$ cat config.mk
export PLATFORM = sky130hd
export DESIGN_NAME = multicycle_sequencer
export DESIGN_NICKNAME = d
export VERILOG_FILES = /design/src/rtl/multicycle_sequencer.sv
export SDC_FILE = /design/constraint.sdc
export NUM_CORES = 1
export LEC_CHECK = 0
export CAP_MARGIN = 20
export CELL_PAD_IN_SITES_DETAIL_PLACEMENT = 0
export CELL_PAD_IN_SITES_GLOBAL_PLACEMENT = 1
export CORE_AREA = 2 2 76 78
export DETAILED_ROUTE_END_ITERATION = 10
export DIE_AREA = 0 0 78 80
export GPL_ROUTABILITY_DRIVEN = 0
export HOLD_SLACK_MARGIN = 0.1
export PLACE_DENSITY = 0.75
export SYNTH_ARGS = -nofsm -noshare
export SYNTH_HDL_FRONTEND = slang
export SYNTH_SLANG_ARGS = --single-unit
$ cat constraint.sdc
create_clock -name Clock_i -period 1.6 [get_ports Clock_i]
set_input_delay 0.24 -clock Clock_i [delete_from_list [all_inputs] [get_ports Clock_i]]
set_output_delay 0.24 -clock Clock_i [all_outputs]
set_load 0.03 [all_outputs]
$ cat src/rtl/multicycle_sequencer.sv
// ---------------------------------------------------------------------------
// multicycle_sequencer
//
// Multi-cycle control FSM for the 16-bit CPU datapath. It replaces the
// single-cycle ControlUnit. Each instruction walks through FETCH, DECODE,
// EXEC and then MEM and/or WB as needed. One memory port is shared between
// instruction fetch (address = PC) and data access (address = ALU result).
// Memory accesses wait on MemReady, and a wait counter sends the FSM to
// FAULT if memory never answers. Retired instructions are counted.
//
// Parameters
//   TIMEOUT_CYCLES  max cycles waiting for MemReady in FETCH or MEM
//   CNT_W           width of RetiredCount_o
//
// Ports
//   Clock_i          rising-edge clock
//   Reset_n_i        synchronous, active-low reset
//   Run_i            start request, only looked at in IDLE
//   Opcode_i         IR[15:12], valid from DECODE onward
//   Zero_i           ALU zero flag, valid in EXEC
//   MemReady_i       memory completes the current read/write this cycle
//   PCWrite_o        PC <= PC+1
//   PCBranch_o       PC <= branch target
//   IRWrite_o        IR <= memory read data
//   InstrOrData_o    memory address select (0 = PC, 1 = ALU result)
//   MemRead_o        memory read request
//   MemWrite_o       memory write request
//   RegDst_o         1 = rd, 0 = rt
//   ALUSrc_o         1 = sign-extended immediate
//   MemToReg_o       1 = write back memory data
//   RegWrite_o       register file write enable
//   ALUOp_o          00 add, 01 sub/compare, 10 funct-decoded
//   Busy_o           executing (not IDLE, HALTED or FAULT)
//   Halted_o         HALT instruction reached
//   Fault_o          memory timeout or illegal opcode
//   RetiredCount_o   retired instruction count, wraps
// ---------------------------------------------------------------------------
module multicycle_sequencer #(
    parameter int TIMEOUT_CYCLES = 16,
    parameter int CNT_W          = 16
) (
    input  logic             Clock_i,
    input  logic             Reset_n_i,
    input  logic             Run_i,
    input  logic [3:0]       Opcode_i,
    input  logic             Zero_i,
    input  logic             MemReady_i,
    output logic             PCWrite_o,
    output logic             PCBranch_o,
    output logic             IRWrite_o,
    output logic             InstrOrData_o,
    output logic             MemRead_o,
    output logic             MemWrite_o,
    output logic             RegDst_o,
    output logic             ALUSrc_o,
    output logic             MemToReg_o,
    output logic             RegWrite_o,
    output logic [1:0]       ALUOp_o,
    output logic             Busy_o,
    output logic             Halted_o,
    output logic             Fault_o,
    output logic [CNT_W-1:0] RetiredCount_o
);

    localparam int WAIT_W = (TIMEOUT_CYCLES > 2) ? $clog2(TIMEOUT_CYCLES) : 1;
    localparam logic [WAIT_W-1:0] WAIT_LAST = WAIT_W'(TIMEOUT_CYCLES - 1);

    localparam logic [2:0] S_IDLE   = 3'd0;
    localparam logic [2:0] S_FETCH  = 3'd1;
    localparam logic [2:0] S_DECODE = 3'd2;
    localparam logic [2:0] S_EXEC   = 3'd3;
    localparam logic [2:0] S_MEM    = 3'd4;
    localparam logic [2:0] S_WB     = 3'd5;
    localparam logic [2:0] S_HALTED = 3'd6;
    localparam logic [2:0] S_FAULT  = 3'd7;

    logic [2:0]        state_q,      state_d;
    logic [3:0]        opcode_q,     opcode_d;
    logic [WAIT_W-1:0] waitCnt_q,    waitCnt_d;
    logic [CNT_W-1:0]  retiredCnt_q, retiredCnt_d;
    logic              retire;

    // Opcode classes; R-type occupies the whole 00xx quarter of the map
    function automatic logic isRType(input logic [3:0] op);
        return op[3:2] == 2'b00;
    endfunction

    function automatic logic isAddi(input logic [3:0] op);
        return op == 4'b0100;
    endfunction

    function automatic logic isLoad(input logic [3:0] op);
        return op == 4'b1000;
    endfunction

    function automatic logic isStore(input logic [3:0] op);
        return op == 4'b1100;
    endfunction

    function automatic logic isBeq(input logic [3:0] op);
        return op == 4'b1110;
    endfunction

    function automatic logic isHalt(input logic [3:0] op);
        return op == 4'b1111;
    endfunction

    // Next-state logic. The wait counter is cleared whenever FETCH or MEM is
    // entered and only advances while memory stalls. A ready on the last
    // allowed cycle still completes normally because MemReady is tested first.
    always_comb begin
        state_d      = state_q;
        opcode_d     = opcode_q;
        waitCnt_d    = waitCnt_q;
        retire       = 1'b0;
        case (state_q)
            S_IDLE: begin
                if (Run_i) begin
                    state_d   = S_FETCH;
                    waitCnt_d = '0;
                end
            end
            S_FETCH: begin
                if (MemReady_i) begin
                    state_d = S_DECODE;
                end else if (waitCnt_q == WAIT_LAST) begin
                    state_d = S_FAULT;
                end else begin
                    waitCnt_d = waitCnt_q + WAIT_W'(1);
                end
            end
            S_DECODE: begin
                opcode_d = Opcode_i;
                if (isHalt(Opcode_i)) begin
                    state_d = S_HALTED;
                end else if (isRType(Opcode_i) || isAddi(Opcode_i) || isLoad(Opcode_i) ||
                             isStore(Opcode_i) || isBeq(Opcode_i)) begin
                    state_d = S_EXEC;
                end else begin
                    state_d = S_FAULT;
                end
            end
            S_EXEC: begin
                if (isRType(opcode_q) || isAddi(opcode_q)) begin
                    state_d = S_WB;
                end else if (isLoad(opcode_q) || isStore(opcode_q)) begin
                    state_d   = S_MEM;
                    waitCnt_d = '0;
                end else if (isBeq(opcode_q)) begin
                    state_d   = S_FETCH;
                    waitCnt_d = '0;
                    retire    = 1'b1;
                end else begin
                    state_d = S_FAULT;
                end
            end
            S_MEM: begin
                if (MemReady_i) begin
                    if (isLoad(opcode_q)) begin
                        state_d = S_WB;
                    end else begin
                        state_d   = S_FETCH;
                        waitCnt_d = '0;
                        retire    = 1'b1;
                    end
                end else if (waitCnt_q == WAIT_LAST) begin
                    state_d = S_FAULT;
                end else begin
                    waitCnt_d = waitCnt_q + WAIT_W'(1);
                end
            end
            S_WB: begin
                state_d   = S_FETCH;
                waitCnt_d = '0;
                retire    = 1'b1;
            end
            default: begin
                state_d = state_q;
            end
        endcase
        retiredCnt_d = retire ? retiredCnt_q + CNT_W'(1) : retiredCnt_q;
    end

    // State registers; reset wins over any retire happening on the same edge
    always_ff @(posedge Clock_i) begin
        if (!Reset_n_i) begin
            state_q      <= S_IDLE;
            opcode_q     <= '0;
            waitCnt_q    <= '0;
            retiredCnt_q <= '0;
        end else begin
            state_q      <= state_d;
            opcode_q     <= opcode_d;
            waitCnt_q    <= waitCnt_d;
            retiredCnt_q <= retiredCnt_d;
        end
    end

    // Control decode from registered state and latched opcode. Only the
    // fetch strobes and the branch strobe look at live inputs.
    always_comb begin
        PCWrite_o     = 1'b0;
        PCBranch_o    = 1'b0;
        IRWrite_o     = 1'b0;
        InstrOrData_o = 1'b0;
        MemRead_o     = 1'b0;
        MemWrite_o    = 1'b0;
        RegDst_o      = 1'b0;
        ALUSrc_o      = 1'b0;
        MemToReg_o    = 1'b0;
        RegWrite_o    = 1'b0;
        ALUOp_o       = 2'b00;
        Busy_o        = 1'b1;
        Halted_o      = 1'b0;
        Fault_o       = 1'b0;
        case (state_q)
            S_IDLE: begin
                Busy_o = 1'b0;
            end
            S_FETCH: begin
                MemRead_o = 1'b1;
                IRWrite_o = MemReady_i;
                PCWrite_o = MemReady_i;
            end
            S_DECODE: begin
                Busy_o = 1'b1;
            end
            S_EXEC: begin
                if (isRType(opcode_q)) begin
                    ALUOp_o = 2'b10;
                end else if (isAddi(opcode_q) || isLoad(opcode_q) || isStore(opcode_q)) begin
                    ALUSrc_o = 1'b1;
                end else if (isBeq(opcode_q)) begin
                    ALUOp_o    = 2'b01;
                    PCBranch_o = Zero_i;
                end
            end
            S_MEM: begin
                InstrOrData_o = 1'b1;
                MemRead_o     = isLoad(opcode_q);
                MemWrite_o    = isStore(opcode_q);
            end
            S_WB: begin
                RegWrite_o = 1'b1;
                RegDst_o   = isRType(opcode_q);
                MemToReg_o = isLoad(opcode_q);
            end
            S_HALTED: begin
                Busy_o   = 1'b0;
                Halted_o = 1'b1;
            end
            S_FAULT: begin
                Busy_o  = 1'b0;
                Fault_o = 1'b1;
            end
            default: begin
                Busy_o = 1'b0;
            end
        endcase
    end

    assign RetiredCount_o = retiredCnt_q;

endmodule

======== Yosys cells after proc, flatten, opt, wreduce, memory -nomap -nowiden ========
Index checks and enable logic that the tools add are counted.
W data, S select, Z words.
operators by class
  add/subtract/negate cells ............... 2
  eq/ne operators ......................... 22
  mux-type cells .......................... 47
  reductions and logical operators ........ 16
operators by type and width
  operator                 number
  $eq A4 B4 Y1 const B     8
  $mux W4                  8
  $mux W3                  10
  $mux W1                  23
  $pmux W4 S5              1
  $pmux W3 S6              1
  $add A16 B1 Y16 const B  1
  $eq A3 B3 Y1 const B     4
  $eq A4 B3 Y1 const B     2
  $logic_or A1 B1 Y1       8
  $eq A3 B2 Y1 const B     2
  $ne A2 B2 Y1 const B     3
  $ne A3 B3 Y1 const B     2
  $reduce_and A6 Y1        1
  $reduce_bool A6 Y1       1
  $reduce_bool A5 Y1       1
  $add A4 B1 Y4 const B    1
  $logic_not A2 Y1         2
  $mux W2                  2
  $eq A3 B1 Y1 const B     1
  $logic_not A3 Y1         1
  $pmux W1 S3              1
  $reduce_or A3 Y1         1
  $pmux W1 S2              1
  $reduce_and A2 Y1        1
word-level totals
  register bits ........................... 27
  input port bits ......................... 9
  output and inout bits ................... 31
  word-level logic and storage cells ...... 91

======== Logic depth before layout (Yosys ltp) ========
Gate-level depths: netlist (run 1).
  depth after elaboration ................. 8
  depth in mapped cells ................... 7
  depth with buffers taken out ............ 6

======== Worst setup path before layout (run 1) ========
No wires, ideal clock.
  kind .................................... register to output
  from .................................... register state_q[0]
  to ...................................... output port ALUSrc_o
  arrival ................................. 1.633 ns
  required time ........................... 1.360 ns
  slack ................................... -0.273 ns
  stages on the path, launching flop included .. 4
  buffers on the path ..................... 1
  cells stage by stage .................... dfxtp_1 > buf_4 > nand3b_1 > nor4_1
between the ends
  longest elaborated chain between the ends .. 2
ends and longest elaborated chain
  what                    RTL line  text
  from (decl)             77        logic [2:0] state_q, state_d;
  from (signal assigned)  192       state_q <= state_d;
  $eq A3 B2 Y1            216       case (state_q)
  $mux W1                 216
  to (decl)               55        output logic ALUSrc_o,
No other way between the ends.

======== Worst setup path after layout (run 1) ========
  from .................................... register state_q[1]
  to ...................................... register retiredCnt_q[10], in the netlist RetiredCount_o[10]
between the ends
  longest elaborated chain between the ends .. 2
  elaborated cells on any way between the ends .. 4
  classes of those cells .................. eq/ne: 3; mux: 1
ends and longest elaborated chain
  what                                          RTL line  text
  $eq A3 B3 Y1 or $eq A3 B2 Y1 (tied branches)  116       case (state_q)
  $pmux W1 S3 *                                 116
  to (signal assigned)                          195       retiredCnt_q <= retiredCnt_d;
  to (decl)                                     80        logic [CNT_W-1:0] retiredCnt_q, retiredCnt_d;
Mark *: on every way between the ends. The rest lies on a longest branch, timed or not.
A chain may end at the register's enable or synchronous reset.

==> results of run 1 <==
[worst paths after layout]
path / start / to / slack, ps / cells after the start
hold / removal: opcode_q[2]$_SDFFE_PN0P_ / opcode_q[2]$_SDFFE_PN0P_ / 540 / 2
setup reg to reg: state_q[1]$_SDFFE_PN0P_ / RetiredCount_o[10]$_SDFFE_PN0P_ / -130 / 8
setup / recovery: state_q[1]$_SDFFE_PN0P_ / RetiredCount_o[10]$_SDFFE_PN0P_ / -130 / 8
hold reg to reg: opcode_q[2]$_SDFFE_PN0P_ / opcode_q[2]$_SDFFE_PN0P_ / 540 / 2
[layout by cell type (no fill, tap or decap), types with 3 or more instances in the layout]
| master | Yosys | layout |
|---|---|---|
| a31oi_1 | 3 | 3 |
| dlygate4sd2_1 | 0 | 11 |
| dfxtp_1 | 27 | 12 |
| nand4_1 | 7 | 7 |
| and2_1 | 17 | 16 |
| buf_6 | 1 | 20 |
| dfxtp_2 | 0 | 10 |
| buf_4 | 3 | 53 |
| xnor2_1 | 15 | 11 |
| nor3_2 | 0 | 3 |
| dlymetal6s2s_1 | 0 | 3 |
| and3_1 | 4 | 4 |
| nand2b_1 | 3 | 3 |
| nand3_4 | 0 | 6 |
| clkdlybuf4s50_1 | 0 | 10 |
| dfxtp_4 | 0 | 5 |
| nand3_2 | 7 | 4 |
| clkbuf_8 | 0 | 3 |
| nor3_1 | 6 | 3 |
| nor2_1 | 15 | 13 |
| a21boi_0 | 5 | 5 |
| a21oi_1 | 6 | 4 |
| nand2_1 | 12 | 12 |
| xnor2_2 | 0 | 4 |
| o21ai_0 | 10 | 10 |
[worst reg2reg max path, stage by stage (launching register included)]
cell       delay [ps]
dfxtp_4           400
buf_6             100
nand3b_1          130
buf_6             160
o221ai_4          240
clkbuf_16         230
nand3_4            80
xnor2_2           160
and2_1            130
[synthesized netlist by cell type (2+ instances only)]
library cell	count
o21ai_0	10
nand3_1	5
xnor2_1	15
nor3_1	6
a21boi_0	5
dfxtp_1	27
mux2i_1	2
nand2b_1	3
o21a_1	2
nand2_1	12
nor4_1	2
inv_1	3
ha_1	2
nand3_2	7
nor2b_1	3
o31a_1	2
nand4_1	7
clkbuf_1	4
o21ai_1	2
a31oi_1	3
nor2_1	15
nand3b_1	2
buf_2	3
a21oi_1	6
nand4bb_1	2
buf_4	3
and3_1	4
xor2_1	2
and4_1	2
and2_1	17
[routing by layer]
layer	GRT usage [%]	vias to the layer above	share of wire, %
met1	19.1	873	48
met3	1.70	4	2.7
met2	28.0	31	48
li1	-	902	-
met4	5.26	0	1.2
met5	0	-	0
[cell type report]
cell class / count / area (um2)
well taps: 72 / 90.1
repair buffers: 99 / 902
fillers: 501 / 2510
flip-flops and latches: 27 / 572
multi-input cells: 157 / 1270
clock buffers: 3 / 41.3
inverters: 4 / 15.0
clock inverters: 1 / 5.00
[registers in the layout, indices dropped and copies added, names as in the netlist]
register / count
opcode_q: 4
RetiredCount_o: 16
state_q: 3
waitCnt_q: 4
[power breakdown]
group / total (mW) / internal (mW) / switching (mW)
logic: 1.77 / 0.932 / 0.838
registers: 0.845 / 0.753 / 0.0924
clock network: 0.399 / 0.175 / 0.224
total: 3.01 / 1.86 / 1.15
[repair_timing]
action,in CTS,in global routing
pin swaps,8,34
resized for setup,45,26
setup endpoints to repair,44,36
setup buffers,10,2
gates cloned,0,1
[metrics by stage]
step / std cells / power (mW)
finish: 363 / 3.01
global route: 363 / 3.20
CTS: 360 / 2.86
detailed placement: 347 / 2.24
global placement: 347 / 2.24
floorplan: 201 / 1.68
[cells by family after synthesis]
group                    after synthesis  synth area share (%)
AND/OR/NAND/NOR                       98                  36.7
adder cells (fa/ha/maj)                2                  1.46
flip-flops                            27                  31.5
AO/OA/AOI/OAI                         38                  15.4
XOR/XNOR                              17                  8.68
multiplexers                           2                  1.17
buffers and inverters                 17                  5.10
==> flow_summary.toml, run 1 <==
[synth]
ys_seq_area_share_pct = 31.5
yosys_warnings = 0
yosysUniqueCellTypes = 53
syn_nets = 212
async_flop_share_pct = 0
syn-mean-instance-area_um2 = 8.53
synth_area_um2 = 1720
synth_edf_count = 0
ys_top_cells_by_area = "dfxtp_1 32%, xnor2_1 7.7%, and2_1 6.2%"
ys.flop_type = "dfxtp_1"
ys_ff_latch = 27
synth_top_area_share_pct = 31.5
synthCells = 201
synth_area_leader_cell = "dfxtp_1"

[route]
via_per_inst = 4.99
drcViolationCount = 0
routed_wl_um = 4900
postRouteAntennaNets = 0
drt_iter0_drc = 64
via_count = 1810
wl_per_cell_um = 13.5
dr.pass1.iters = 4

[global_route]
grt_pass1_wl_um = 7830
first_global_vias = 1726
antenna_found_initial = 0
overflow = 0
grt_use_total_pct = 15.5
grt_max_degree = 18

[critical_path]
cp_slowest_cell = "dfxtp_4"
path_delay_family = "buffers and inverters"
cpPeakStageDelay_ps = 400
cp_max_fo = 7
path_cells = "buf_6 -> nand3b_1 -> buf_6 -> o221ai_4 -> clkbuf_16 -> nand3_4 -> xnor2_2 -> and2_1"
critPathKind = "register to register"
arrival_ps = 1910
critPathRequiredTime_ps = 1780
path_common_cell = "buf_6"
cp-start-kind = "register"
crit_path_end_kind = "register"
cp_num_buf_inv = 3

[cells_and_area]
stdcell_area_um2 = 2900
drive_above_1_share_pct = 45.4
fin_util_pct = 53.6
antenna_cells = 0
layout.nets = 303
syn_to_final_growth_pct = 68.9

[floorplan]
initial_core_util_pct = 31.7
io_pins = 40
core_area_um2 = 5410
chipWidth_um = 78
die_h_um = 80
row_count = 27
die_area_um2 = 6240

[status]
status = "finished, violations left"
violations = "setup timing"

[timing]
rsz0062_at_grt = "true"
max-slew-margin-rel_pct = 59.8
fin_skew_ps = 2.71
clock.fmax_mhz = 578
timing.final.max_slew_violations = 0
hold_viol = 0
hold_slack_ps = 540
period_share_pct = 108
tns_ps = -2300
setup_viol = 29
fin_crit_ps = 1730
timing.final.ws_setup_ps = -131
tightest_slew_ps = 602

[clocking]
clk_pin_slew_ps = 100
htree_levels = 1
cts_buffers = 3
clk-insertion-delay-late_ps = 270
root_buffer = "clkbuf_8"
cts_tree = "yes"
cts.sinks = 27
cts.path.max_buffers = 2
holdBufCountCts = 0

[flow_run]
max_cap_viol_count = 0

[place]
place_area_um2 = 2500
port-buffer-count = 39
hpwl_um = 3430
pre_cts_ws_ps = -263

[power_and_ir_drop]
p_leak_nw = 1.28
power_density_nw_per_um2 = 1040
ir_drop_uv = 451

[hold_path]
hp-class = "register to register"
(Power assumes the default switching activity.)
==> run 2, diff against run 1 <==
--- a/config.mk
+++ b/config.mk
@@ -14,5 +14,5 @@
 export GPL_ROUTABILITY_DRIVEN = 0
 export HOLD_SLACK_MARGIN = 0.1
-export PLACE_DENSITY = 0.75
+export PLACE_DENSITY = 0.69
 export SYNTH_ARGS = -nofsm -noshare
 export SYNTH_HDL_FRONTEND = slang
==> constraint.sdc (replaced) <==
create_clock -name Clock_i -period 1.6 [get_ports Clock_i]
set_input_delay 0.24 -clock Clock_i [delete_from_list [all_inputs] [get_ports Clock_i]]
set_output_delay 0.24 -clock Clock_i [all_outputs]
set_load 0.02 [all_outputs]
==> flow_summary.toml, run 2 (synthesis gave the netlist of run 1 again) <==
[critical_path]
worstSetupStartpoint = "state_q[2]$_SDFFE_PN0P_"
critPathKind = "register to output pin"
crit_end = "PCBranch_o"
path_delay_family = "simple AND/OR/NAND/NOR gates"
cp_max_fo = 5
crit_path_end_kind = "output pin"
cp_slowest_cell = "dfxtp_4"
arrival_ps = 1450
cpPeakStageDelay_ps = 370
cp-start-kind = "register"
reg2reg_depth = 8
reg2reg_to = "RetiredCount_o[12]$_SDFFE_PN0P_"
reg2reg_from = "opcode_q[1]$_SDFFE_PN0P_"
cp_num_buf_inv = 2
path_cells = "nand3b_1 -> buf_6 -> nor2_1 -> and2_1 -> buf_4"
critPathRequiredTime_ps = 1360
rrSetupSlack_ps = -90
cp.depth = 5

[timing]
rsz0062_at_grt = "true"
timing.final.max_slew_violations = 0
hold_viol = 0
fin_crit_ps = 1690
tightest_slew_ps = 426
tns_ps = -1260
setup_viol = 23
fin_skew_ps = 4.12
max-slew-margin-rel_pct = 71.6
timing.final.ws_setup_ps = -92.5
period_share_pct = 106
clock.fmax_mhz = 591

[power_and_ir_drop]
clock_power_share_pct = 13.6
p_leak_nw = 1.19
p_seq_share_pct = 28.4
swShare_pct = 37.7
p_int_mw = 1.80
pwr-share-comb_pct = 58.0
ir_drop_uv = 554
power_density_nw_per_um2 = 1040
power.switching_mw = 1.09

[cells_and_area]
layout.nets = 298
final_cell_mix = "50 x buf_4, 20 x dfxtp_1, 17 x and2_1, 17 x clkdlybuf4s50_1, 14 x xnor2_1"
antenna_cells = 0
drive_above_1_share_pct = 40.9
syn_to_final_growth_pct = 62.4
final_common_cell = "buf_4"
final_cells = 358
largest_reg_flops = 16
fillers = 529

[clocking]
cts.sinks = 27
clk-insertion-delay-late_ps = 270
htree_levels = 1
holdBufCountCts = 0
cts_buffers = 3
cts.path.max_buffers = 2
clk_pin_slew_ps = 90
root_buffer = "clkbuf_8"
cts_tree = "yes"

[status]
violations = "setup timing"
status = "finished, violations left"

[global_route]
first_global_vias = 1616
grtUsageMet1_pct = 20.9
antenna_found_initial = 0
busiest_layer = "met2"
grt_use_met2_pct = 24.7
grt_pass1_wl_um = 7720
grt_use_total_pct = 15.3
overflow = 0
use_met3_pct = 2.94
grt_max_degree = 24

[floorplan]
die_h_um = 80
row_count = 27
io_pins = 40
initial_core_util_pct = 31.7
die_area_um2 = 6240
core_area_um2 = 5410
chipWidth_um = 78

[place]
port-buffer-count = 39
dp_cells = 343
hpwl_um = 3310

[route]
via_per_inst = 4.80
postRouteAntennaNets = 0
via_count = 1719
routed_wl_um = 4760
dr.pass1.iters = 4
drcViolationCount = 0
drt_iter0_drc = 63
wl_per_cell_um = 13.3

[hold_path]
hp-class = "register to register"

[flow_run]
max_cap_viol_count = 0
==> run 2: changes by cell type in the layout (fill, tap and decap cells not counted), sizes merged <==
cell,change
buf,-8
dlygate4sd2,-8
clkdlybuf4s50,+7
clkbuf,+3
clkdlybuf4s15,+1
clkinv,-1
dlymetal6s2s,+1
==> run 2: worst min path at each step <==
| stage | endpoint | cells past startpoint | startpoint | slack [ps] |
|---|---|---|---|---|
| 6_report | RetiredCount_o[1]$_SDFFE_PN0P_ | 2 | RetiredCount_o[1]$_SDFFE_PN0P_ | 560 |
| 5_1_grt | opcode_q[2]$_SDFFE_PN0P_ | 2 | opcode_q[2]$_SDFFE_PN0P_ | 570 |
| 4_1_cts | opcode_q[2]$_SDFFE_PN0P_ | 2 | opcode_q[2]$_SDFFE_PN0P_ | 560 |
| 3_5_place_dp | RetiredCount_o[1]$_SDFFE_PN0P_ | 2 | RetiredCount_o[1]$_SDFFE_PN0P_ | 540 |
| 3_3_place_gp | RetiredCount_o[1]$_SDFFE_PN0P_ | 2 | RetiredCount_o[1]$_SDFFE_PN0P_ | 550 |
| 2_1_floorplan | state_q[0]$_SDFFE_PN0P_ | 2 | Reset_n_i | 380 |
==> run 2: area by class of cell <==
class	instances	area [um2]	area share [%]
tap	72	90.1	3.23
multi-input combinational	157	1240	44.5
inverter	4	15.0	0.539
clock buffer	4	45.0	1.62
timing repair buffer	94	836	30.0
sequential	27	559	20.1
==> run 2: worst reg2reg max path: stages (launching register included) <==
cell and delay, ps:
dfxtp_4 400, buf_6 110, nand4b_4 110, buf_6 140, o221ai_4 260, clkbuf_16 220
nand3_2 80, xnor2_1 140, and2_1 140
==> run 2: timing repair <==
action,4_1_cts,5_1_grt
pin swaps,21,22
gates cloned,1,0
resized for setup,93,35
setup buffers,6,6
endpoints found under the setup margin,38,39
==> run 2: stage by stage <==
step	power (mW)	instance area [um2]	hold WS [ps]	setup slack, ps	util (%)
2_1_floorplan	1.58	1720	378	-5.98	-
3_3_place_gp	2.12	2470	546	-289	45.7
3_5_place_dp	2.13	2470	544	-261	45.7
4_1_cts	2.68	2650	559	-95.6	49.1
5_1_grt	3.08	2790	574	-174	51.5
6_report	2.90	2790	556	-92.5	51.5
==> run 2: routing by layer <==
layer	wire, um	share of wire [%]	vias up
met5	0	0	-
met4	40	0.84	0
met3	151	3.2	2
met2	2270	48	26
met1	2300	48	799
li1	-	-	892
==> run 2: power groups by stage <==
| stage | Clock, mW | Combinational [mW] | Sequential (mW) |
|---|---|---|---|
| after detailed placement | 0 | 1.31 | 0.816 |
| after CTS | 0.405 | 1.46 | 0.819 |
| after global routing | 0.436 | 1.81 | 0.834 |
| after floorplan | 0 | 0.779 | 0.805 |
| final | 0.393 | 1.68 | 0.824 |
| after global placement | 0 | 1.31 | 0.815 |
==> run 3, diff against run 2 <==
CELL_PAD_IN_SITES_DETAIL_PLACEMENT = 1   (was 0)
CELL_PAD_IN_SITES_GLOBAL_PLACEMENT = 2   (was 1)
CORE_AREA = 2 2 85 87   (was 2 2 76 78)
DIE_AREA = 0 0 87 89   (was 0 0 78 80)
GPL_ROUTABILITY_DRIVEN = unset   (was 0)
==> flow_summary.toml, run 3 (synthesis gave the netlist of run 1 again) <==
[cells_and_area]
stdcell_area_um2 = 2960
final_cell_mix = "50 x buf_4, 20 x buf_6, 19 x dfxtp_1, 16 x and2_1, 13 x clkdlybuf4s50_1"
syn_to_final_growth_pct = 72.7
final_common_cell = "buf_4"
antenna_cells = 0
layout.nets = 307
final_cells = 375
largest_reg_flops = 16
drive_above_1_share_pct = 45.8

[critical_path]
reg2reg_depth = 7
critPathRequiredTime_ps = 1780
arrival_ps = 1910
critPathKind = "register to register"
crit_path_end_kind = "register"
reg2reg_to = "waitCnt_q[1]$_SDFFE_PN0P_"
cp-start-kind = "register"
rrSetupSlack_ps = -130
reg2reg_from = "state_q[1]$_SDFFE_PN0P_"
cp_max_fo = 6

[clocking]
cts_tree = "yes"
root_buffer = "clkbuf_8"
clk-insertion-delay-late_ps = 280
cts_buffers = 3
cts.path.max_buffers = 2
cts.sinks = 27
htree_levels = 1
holdBufCountCts = 0
clk_pin_slew_ps = 100

[power_and_ir_drop]
power_density_nw_per_um2 = 1020
p_leak_nw = 1.35
ir_drop_uv = 369
finalPower_mw = 3.03

[place]
pre_cts_ws_ps = -306
gp_congestion = 0.748
hpwl_um = 4070
dp_cells = 356
port-buffer-count = 39
place_area_um2 = 2520

[timing]
tightest_slew_ps = 563
fin_skew_ps = 2.67
timing.final.max_slew_violations = 0
hold_viol = 0
max-slew-margin-rel_pct = 62.5
tns_ps = -1220
period_share_pct = 108
clock.fmax_mhz = 579
rsz0062_at_grt = "true"
fin_crit_ps = 1730
setup_viol = 25
timing.final.ws_setup_ps = -127

[global_route]
antenna_found_initial = 0
grt_use_total_pct = 14.7
grt_pass1_wl_um = 9030
grt_max_degree = 17
first_global_vias = 1844
overflow = 0

[route]
via_count = 1786
drcViolationCount = 0
routed_wl_um = 5620
wl_per_cell_um = 15.0
via_per_inst = 4.76
postRouteAntennaNets = 0
drt_iter0_drc = 67
dr.pass1.iters = 4

[hold_path]
min_from = "opcode_q[2]$_SDFFE_PN0P_"
holdPathEnd = "opcode_q[2]$_SDFFE_PN0P_"
hold_depth = 2
hp-class = "register to register"

[floorplan]
die_area_um2 = 7740
initial_core_util_pct = 25.5
io_pins = 40
core_area_um2 = 6720
row_count = 30
die_h_um = 89
chipWidth_um = 87

[status]
violations = "setup timing"
status = "finished, violations left"

[flow_run]
max_cap_viol_count = 0
==> run 3: stage by stage <==
step	hold WS [ps]	util [%]
floorplan	378	-
global placement	551	37.5
detailed placement	576	37.5
CTS	567	39.9
global route	599	44.1
finish	557	44.1
==> run 3: worst max-delay path by stage <==
stage | cells past startpoint | endpoint | from
floorplan | 6 | waitCnt_q[2]$_SDFFE_PN0P_ | state_q[1]$_SDFFE_PN0P_
global placement | 7 | RetiredCount_o[4]$_SDFFE_PN0P_ | MemReady_i
detailed placement | 7 | RetiredCount_o[11]$_SDFFE_PN0P_ | MemReady_i
CTS | 7 | RetiredCount_o[0]$_SDFFE_PN0P_ | opcode_q[0]$_SDFFE_PN0P_
global route | 7 | waitCnt_q[1]$_SDFFE_PN0P_ | state_q[1]$_SDFFE_PN0P_
finish | 7 | waitCnt_q[1]$_SDFFE_PN0P_ | state_q[1]$_SDFFE_PN0P_
==> run 3: power breakdown <==
group,internal [mW],leakage (nW),switching [mW]
clock network,0.178,0.0217,0.242
logic,0.932,1.11,0.855
registers,0.746,0.223,0.0736
==> run 3: routing by layer <==
layer | vias up | GRT usage (%) | share of wire, %
li1 | 901 | - | -
met1 | 863 | 19.7 | 49
met2 | 18 | 24.7 | 48
met3 | 4 | 1.48 | 1.7
met4 | 0 | 5.26 | 1.2
met5 | - | 0 | 0
==> run 3: area by class of cell <==
class                   count  area [um2]
flip-flops and latches     27         561
inverters                   4        15.0
clock buffers               3        41.3
clock inverters             1        7.51
fillers                   755        3760
multi-input cells         157        1310
well taps                  80         100
repair buffers            103         928
==> run 3: what timing repair did <==
item / CTS / global route
gates cloned: 1 / 0
pin swaps: 22 / 36
setup endpoints to repair: 39 / 42
buffers inserted: 5 / 12
gates resized for setup: 99 / 57
==> run 3: critical path, stage by stage (launching register included) <==
cell and delay [ps]:
dfxtp_4 380, buf_6 110, nand4bb_1 160, buf_4 130, o211ai_1 150, nor4_4 400, mux2i_1 220, nor2_1 70
